--- config.mk ---
export PLATFORM = sky130hd
export DESIGN_NAME = serial_add_ctrl_flat
export DESIGN_NICKNAME = d
export VERILOG_FILES = /design/src/rtl/serial_add_ctrl_if.sv /design/src/rtl/serial_add_ctrl.sv /design/src/flat_wrapper.sv
export SDC_FILE = /design/constraint.sdc
export NUM_CORES = 1
export LEC_CHECK = 0
export BUFFER_PORTS_ARGS = -buffer_cell sky130_fd_sc_hd__buf_2
export CAP_MARGIN = 20
export CELL_PAD_IN_SITES_DETAIL_PLACEMENT = 1
export CELL_PAD_IN_SITES_GLOBAL_PLACEMENT = 1
export CORE_ASPECT_RATIO = 0.75
export CORE_MARGIN = 3
export CORE_UTILIZATION = 42
export CTS_BUF_LIST = sky130_fd_sc_hd__clkbuf_8
export DETAILED_ROUTE_END_ITERATION = 16
export PLACE_DENSITY = 0.79
export SYNTH_ARGS = -nofsm -noshare
export SYNTH_HDL_FRONTEND = slang
export SYNTH_SLANG_ARGS = --single-unit
--- constraint.sdc ---
create_clock -name clk -period 1.9 [get_ports clk]
set_clock_uncertainty 0.2 [all_clocks]
set_input_delay 0.57 -clock clk [delete_from_list [all_inputs] [get_ports clk]]
set_output_delay 0.57 -clock clk [all_outputs]
set_load 0.05 [all_outputs]
--- src/rtl/serial_add_ctrl_if.sv ---
// -----------------------------------------------------------------------------
// serial_add_ctrl_if
// Request/result bundle between a client and the bit-serial adder stage.
//
// Signals:
//   start      operation request, sampled only while the adder is idle
//   a_in       operand A, captured on the edge that accepts start
//   b_in       operand B, captured on the edge that accepts start
//   sub        subtract select (only when SERIAL_ADD_SUB_EN is defined)
//   sum_bit    serial result bit feeding the downstream shifter
//   shift_en   downstream shifter enable, high WIDTH+1 cycles per operation
//   busy       high while bits are being produced (ADD and CARRY)
//   done       one-cycle pulse; the shifter result is valid in this cycle
//   carry_out  registered final carry / not-borrow of the last operation
//
// Modports: master = client side, slave = adder side.
// Optional feature macro: SERIAL_ADD_SUB_EN adds the sub signal.
// -----------------------------------------------------------------------------
interface serial_add_ctrl_if #(
    parameter int WIDTH = 8
);
    logic             start;
    logic [WIDTH-1:0] a_in;
    logic [WIDTH-1:0] b_in;
`ifdef SERIAL_ADD_SUB_EN
    logic             sub;
`endif
    logic             sum_bit;
    logic             shift_en;
    logic             busy;
    logic             done;
    logic             carry_out;

`ifdef SERIAL_ADD_SUB_EN
    modport master (
        output start, a_in, b_in, sub,
        input  sum_bit, shift_en, busy, done, carry_out
    );
    modport slave (
        input  start, a_in, b_in, sub,
        output sum_bit, shift_en, busy, done, carry_out
    );
`else
    modport master (
        output start, a_in, b_in,
        input  sum_bit, shift_en, busy, done, carry_out
    );
    modport slave (
        input  start, a_in, b_in,
        output sum_bit, shift_en, busy, done, carry_out
    );
`endif
endinterface

--- src/rtl/serial_add_ctrl.sv ---
// -----------------------------------------------------------------------------
// serial_add_ctrl
// Bit-serial adder stage. On an accepted start it latches two WIDTH-bit
// operands, then streams their sum LSB first through one full adder and a
// carry flip-flop, followed by the final carry as bit WIDTH. sum_bit and
// shift_en drive a WIDTH+1 bit downstream shifter directly, so at done the
// shifter holds {carry, sum}.
//
// Ports:
//   clk   rising-edge clock
//   rst   synchronous, active-high reset; abandons any operation in flight
//   bus   serial_add_ctrl_if.slave (start/a_in/b_in[/sub] in;
//         sum_bit/shift_en/busy/done/carry_out out)
//
// Optional feature macro: SERIAL_ADD_SUB_EN enables subtraction
// (a - b computed as a + ~b + 1; carry_out is then not-borrow).
// -----------------------------------------------------------------------------
module serial_add_ctrl #(
    parameter int WIDTH = 8
) (
    input  logic           clk,
    input  logic           rst,
    serial_add_ctrl_if.slave bus
);
    localparam int CNT_W = (WIDTH > 1) ? $clog2(WIDTH) : 1;
    localparam logic [CNT_W-1:0] CNT_LAST = CNT_W'(WIDTH - 1);

    typedef enum logic [1:0] {
        IDLE,
        ADD,
        CARRY,
        DONE
    } state_t;

    state_t           state;
    state_t           state_next;
    logic [WIDTH-1:0] a_sr;
    logic [WIDTH-1:0] b_sr;
    logic             c;
    logic [CNT_W-1:0] cnt;
    logic             carry_out_q;

    // Operand B and carry-in as loaded at accept time.
    logic [WIDTH-1:0] b_load;
    logic             cin;

`ifdef SERIAL_ADD_SUB_EN
    // Two's-complement subtract: invert B and inject the +1 through the carry.
    assign b_load = bus.sub ? ~bus.b_in : bus.b_in;
    assign cin    = bus.sub;
`else
    assign b_load = bus.b_in;
    assign cin    = 1'b0;
`endif

    // State register.
    always_ff @(posedge clk) begin
        if (rst) begin
            state <= IDLE;
        end else begin
            state <= state_next;
        end
    end

    // Next-state and output decode.
    // NOTE: combinational blocks use blocking '=' and assign every output a
    // default first, so no path leaves a signal unassigned and no latch forms.
    always_comb begin
        state_next   = state;
        bus.sum_bit  = 1'b0;
        bus.shift_en = 1'b0;
        bus.busy     = 1'b0;
        bus.done     = 1'b0;
        unique case (state)
            IDLE: begin
                if (bus.start) begin
                    state_next = ADD;
                end
            end
            ADD: begin
                bus.shift_en = 1'b1;
                bus.busy     = 1'b1;
                bus.sum_bit  = a_sr[0] ^ b_sr[0] ^ c;
                if (cnt == CNT_LAST) begin
                    state_next = CARRY;
                end
            end
            CARRY: begin
                bus.shift_en = 1'b1;
                bus.busy     = 1'b1;
                bus.sum_bit  = c;
                state_next   = DONE;
            end
            DONE: begin
                bus.done   = 1'b1;
                state_next = IDLE;
            end
            default: state_next = IDLE;
        endcase
    end

    // Datapath registers. Every register is cleared by reset so an abandoned
    // operation leaves no stale operand or carry behind.
    // NOTE: sequential state is written with non-blocking '<=' so all
    // registers update together from pre-edge values.
    always_ff @(posedge clk) begin
        if (rst) begin
            a_sr        <= '0;
            b_sr        <= '0;
            c           <= 1'b0;
            cnt         <= '0;
            carry_out_q <= 1'b0;
        end else begin
            unique case (state)
                IDLE: begin
                    if (bus.start) begin
                        a_sr <= bus.a_in;
                        b_sr <= b_load;
                        c    <= cin;
                        cnt  <= '0;
                    end
                end
                ADD: begin
                    c    <= (a_sr[0] & b_sr[0]) | (a_sr[0] & c) | (b_sr[0] & c);
                    a_sr <= a_sr >> 1;
                    b_sr <= b_sr >> 1;
                    cnt  <= cnt + CNT_W'(1);
                end
                CARRY: begin
                    carry_out_q <= c;
                end
                default: ;
            endcase
        end
    end

    assign bus.carry_out = carry_out_q;

endmodule

--- src/flat_wrapper.sv ---
// flat-port wrapper written by rule: the top's interface ports become plain ports
module serial_add_ctrl_flat 
#(
    parameter int WIDTH = 8
)
  (clk, rst, bus_start, bus_a_in, bus_b_in, bus_sum_bit, bus_shift_en, bus_busy, bus_done, bus_carry_out);
  serial_add_ctrl_if #(.WIDTH(WIDTH)) bus_i ();
  input  logic clk;
  input  logic rst;
  input wire logic [$bits(bus_i.start)-1:0] bus_start;
  input wire logic [$bits(bus_i.a_in)-1:0] bus_a_in;
  input wire logic [$bits(bus_i.b_in)-1:0] bus_b_in;
  output wire logic [$bits(bus_i.sum_bit)-1:0] bus_sum_bit;
  output wire logic [$bits(bus_i.shift_en)-1:0] bus_shift_en;
  output wire logic [$bits(bus_i.busy)-1:0] bus_busy;
  output wire logic [$bits(bus_i.done)-1:0] bus_done;
  output wire logic [$bits(bus_i.carry_out)-1:0] bus_carry_out;
  assign bus_i.start = bus_start;
  assign bus_i.a_in = bus_a_in;
  assign bus_i.b_in = bus_b_in;
  assign bus_sum_bit = bus_i.sum_bit;
  assign bus_shift_en = bus_i.shift_en;
  assign bus_busy = bus_i.busy;
  assign bus_done = bus_i.done;
  assign bus_carry_out = bus_i.carry_out;
  serial_add_ctrl #(.WIDTH(WIDTH)) u_core (.clk(clk), .rst(rst), .bus(bus_i));
endmodule
==> impl_metrics.json <==
{
  "cts_made_buffers": 3,
  "rsz0062_at_grt": "true",
  "synth_compound_area_share_pct": 16.44,
  "dominantRegCellSynth": "dfxtp_1",
  "post_synth.cell_area_avg_um2": 9.899,
  "drive_gt1_share_pct": 35.42,
  "yosys_warnings": 0,
  "p_int_mw": 1.482,
  "grt_pass1_wl_um": 4298,
  "synth.area.top_cells": "dfxtp_1 41%, mux2i_1 13%, a211oi_1 10%",
  "grt_use_total_pct": 16.60,
  "yosys-top-cells-count": "23 x dfxtp_1, 18 x nor2_1, 15 x a211oi_1, 15 x mux2i_1",
  "grt_pass1_vias": 953,
  "required_ps": 1130,
  "syn_area_um2": 1119,
  "num-nets-final": 171,
  "clockPowerShare_pct": 11.5,
  "clk_pin_slew_ps": 80,
  "synth_mux_area_share_pct": 14.77,
  "synth_edf_count": 0,
  "seq_area_frac_synth_pct": 41.16,
  "drtPass1Iterations": 4,
  "yosys.area_share.simple_pct": 11.97,
  "sequentialPowerShare_pct": 30.4,
  "stdcell_count": 178,
  "area_growth_pct": 31.77,
  "root_buffer": "clkbuf_8",
  "dr.first_iter.drc_count": 21,
  "hold_viol_final": 0,
  "antenna_found_initial": 0,
  "totalPowerFinal_mw": 2.514,
  "min_period_ps": 2313,
  "violations": "setup timing",
  "yosysMostFrequentCell": "dfxtp_1",
  "synth_xor_area_share_pct": 0,
  "leakagePower_nw": 0.6163,
  "cp_top_family": "adder cells",
  "timing.final.max_slew_violations": 0,
  "pre_cts_ws_ps": -189.6,
  "start_util_pct": 46.20,
  "cts_buffer_depth": 2,
  "synth_cell_types": 22,
  "fp.dieW_um": 65.59,
  "setup_ws_ps": -413.2,
  "dieArea_um2": 3325,
  "synth_seq_cells": 23,
  "fillCellCount": 278,
  "syn_inst": 113,
  "vias": 965,
  "grt_max_degree": 31,
  "worst-path-buf-inv": 1,
  "cp.arrival_ps": 1540,
  "regArea_um2": 467.9,
  "synthAdderAreaFrac_pct": 8.501,
  "routed_via_density": 5.421,
  "core_um2": 2421,
  "die-height_um": 50.70,
  "share_comb_of_total_power_pct": 58.0,
  "antenna_cells": 0,
  "wl_per_cell_um": 16.15,
  "wirelength_um": 2874,
  "critical_path_class": "register to primary output",
  "power_density_nw_per_um2": 1706,
  "relSlewSlack_pct": 70.95,
  "htree_num_levels": 1,
  "p_sw_mw": 1.032,
  "row_count": 15,
  "async_flop_share_pct": 0,
  "ir_drop_mv": 0.7854,
  "synth_top_family_by_area": "compound AO/OA/AOI/OAI gates",
  "overflow": 0,
  "maxCapViolations": 0,
  "setup_viol": 3,
  "port_buffers": 23,
  "synth_top_area_cell": "dfxtp_1",
  "status": "finished, violations left",
  "drtAntennaViolNets": 0,
  "ios": 24,
  "hold_class": "register to register",
  "cp-start-kind": "register",
  "syn_nets": 139,
  "fin_crit_sh_pct": 121.7,
  "synth_top_area_share_pct": 41.16,
  "place_inst": 167,
  "place.gp.congestion": 0.7544,
  "tightest_slew_ps": 435.7,
  "cpMaxStageDelayCell": "fa_1",
  "holdBufCountCts": 0,
  "end_kind": "primary output",
  "clk_latency_ps": 260,
  "drc_errors": 0,
  "tritoncts": "built",
  "cp_cell_sequence": "fa_1 -> nand2_2 -> a21boi_4 -> buf_6",
  "hpwl_um": 1655,
  "cts.sinks": 23,
  "crit_path_max_incr_delay_ps": 560,
  "p_sw_share_pct": 41.04,
  "multiInputGateArea_um2": 670.6,
  "fin_setup_tns_ps": -560.5,
  "cp_max_fo": 2,
  "fmax_mhz": 432.3
}
## flip-flops by register name, indices dropped and copies added (netlist names)
name and count:
u_core.b_sr 8, u_core.bus.carry_out 1, u_core.a_sr 8, u_core.cnt 3, u_core.c 1, u_core.state 2
## routing by layer
| layer | part of all wire, % | GRT usage, % | routed length (µm) |
|---|---|---|---|
| met1 | 46 | 20.50 | 1329 |
| met2 | 49 | 29.24 | 1405 |
| met3 | 4.5 | 5.593 | 129 |
| met4 | 0.35 | 1.034 | 10 |
| met5 | 0 | 0 | 0 |
## power by group through the flow
stage | sequential, mW | combinational, mW | clock (mW)
2_1_floorplan | 0.740 | 0.984 | 0
3_3_place_gp | 0.750 | 1.05 | 0
3_5_place_dp | 0.764 | 1.08 | 0
4_1_cts | 0.762 | 1.26 | 0.302
5_1_grt | 0.788 | 1.59 | 0.320
6_report | 0.765 | 1.46 | 0.290
## worst paths after layout
path	startpoint	endpoint	slack, ps	cells after the start
worst max register to register	u_core.state[0]	u_core.b_sr[1]	70	6
worst min-delay path	u_core.a_sr[7]	u_core.a_sr[7]	270	2
worst min register to register	u_core.a_sr[7]	u_core.a_sr[7]	270	2
worst max-delay path	u_core.c	bus_sum_bit	-410	4
## logic make-up (layout without fill, tap and decap cells)
| group | Yosys count | in the layout |
|---|---|---|
| buffers and inverters | 11 | 39 |
| flip-flops | 23 | 23 |
| adder cells (fa/ha/maj) | 7 | 7 |
| AO/OA/AOI/OAI | 26 | 26 |
| multiplexers | 16 | 19 |
| AND/OR/NAND/NOR | 30 | 30 |
## placed cells by master, fill, tap and decap left out, drive strengths merged
cell,n
buf,33
dfxtp,23
nor2,18
a211oi,15
mux2i,15
a21oi,6
ha,6
nand2,5
mux2,4
nand3b,3
a32oi,3
clkbuf,3
inv,3
nand2b,2
a21boi,1
or2b,1
nand3,1
a21o,1
fa,1
## tightest hold or removal path: stages (launching register included)
cell and delay (ps):
dfxtp_1 310, nand2_1 60, a21oi_1 50
## per-stage QoR
stage	hold slack (ps)	area, µm²	utilization [%]
5_1_grt	319.4	1474	60.88
4_1_cts	272.8	1409	58.19
3_3_place_gp	241.2	1275	52.66
2_1_floorplan	231.6	1147	-
6_report	275.0	1474	60.88
3_5_place_dp	265.4	1275	52.66
## repair_timing
action / in CTS / in global routing
cloned: 0 / 3
gates resized for setup: 20 / 7
pin swaps: 2 / 1
setup endpoints to repair: 4 / 23
buffers inserted: 3 / 2
## final cells by class
class / count / area share, %
tap: 34 / 2.886
inverter: 2 / 0.6791
clock inverter: 1 / 0.2547
clock buffer: 3 / 2.801
multi-input combinational: 82 / 45.50
sequential: 23 / 31.75
timing repair buffer: 33 / 16.13
Power figures use the tool's default switching activity.
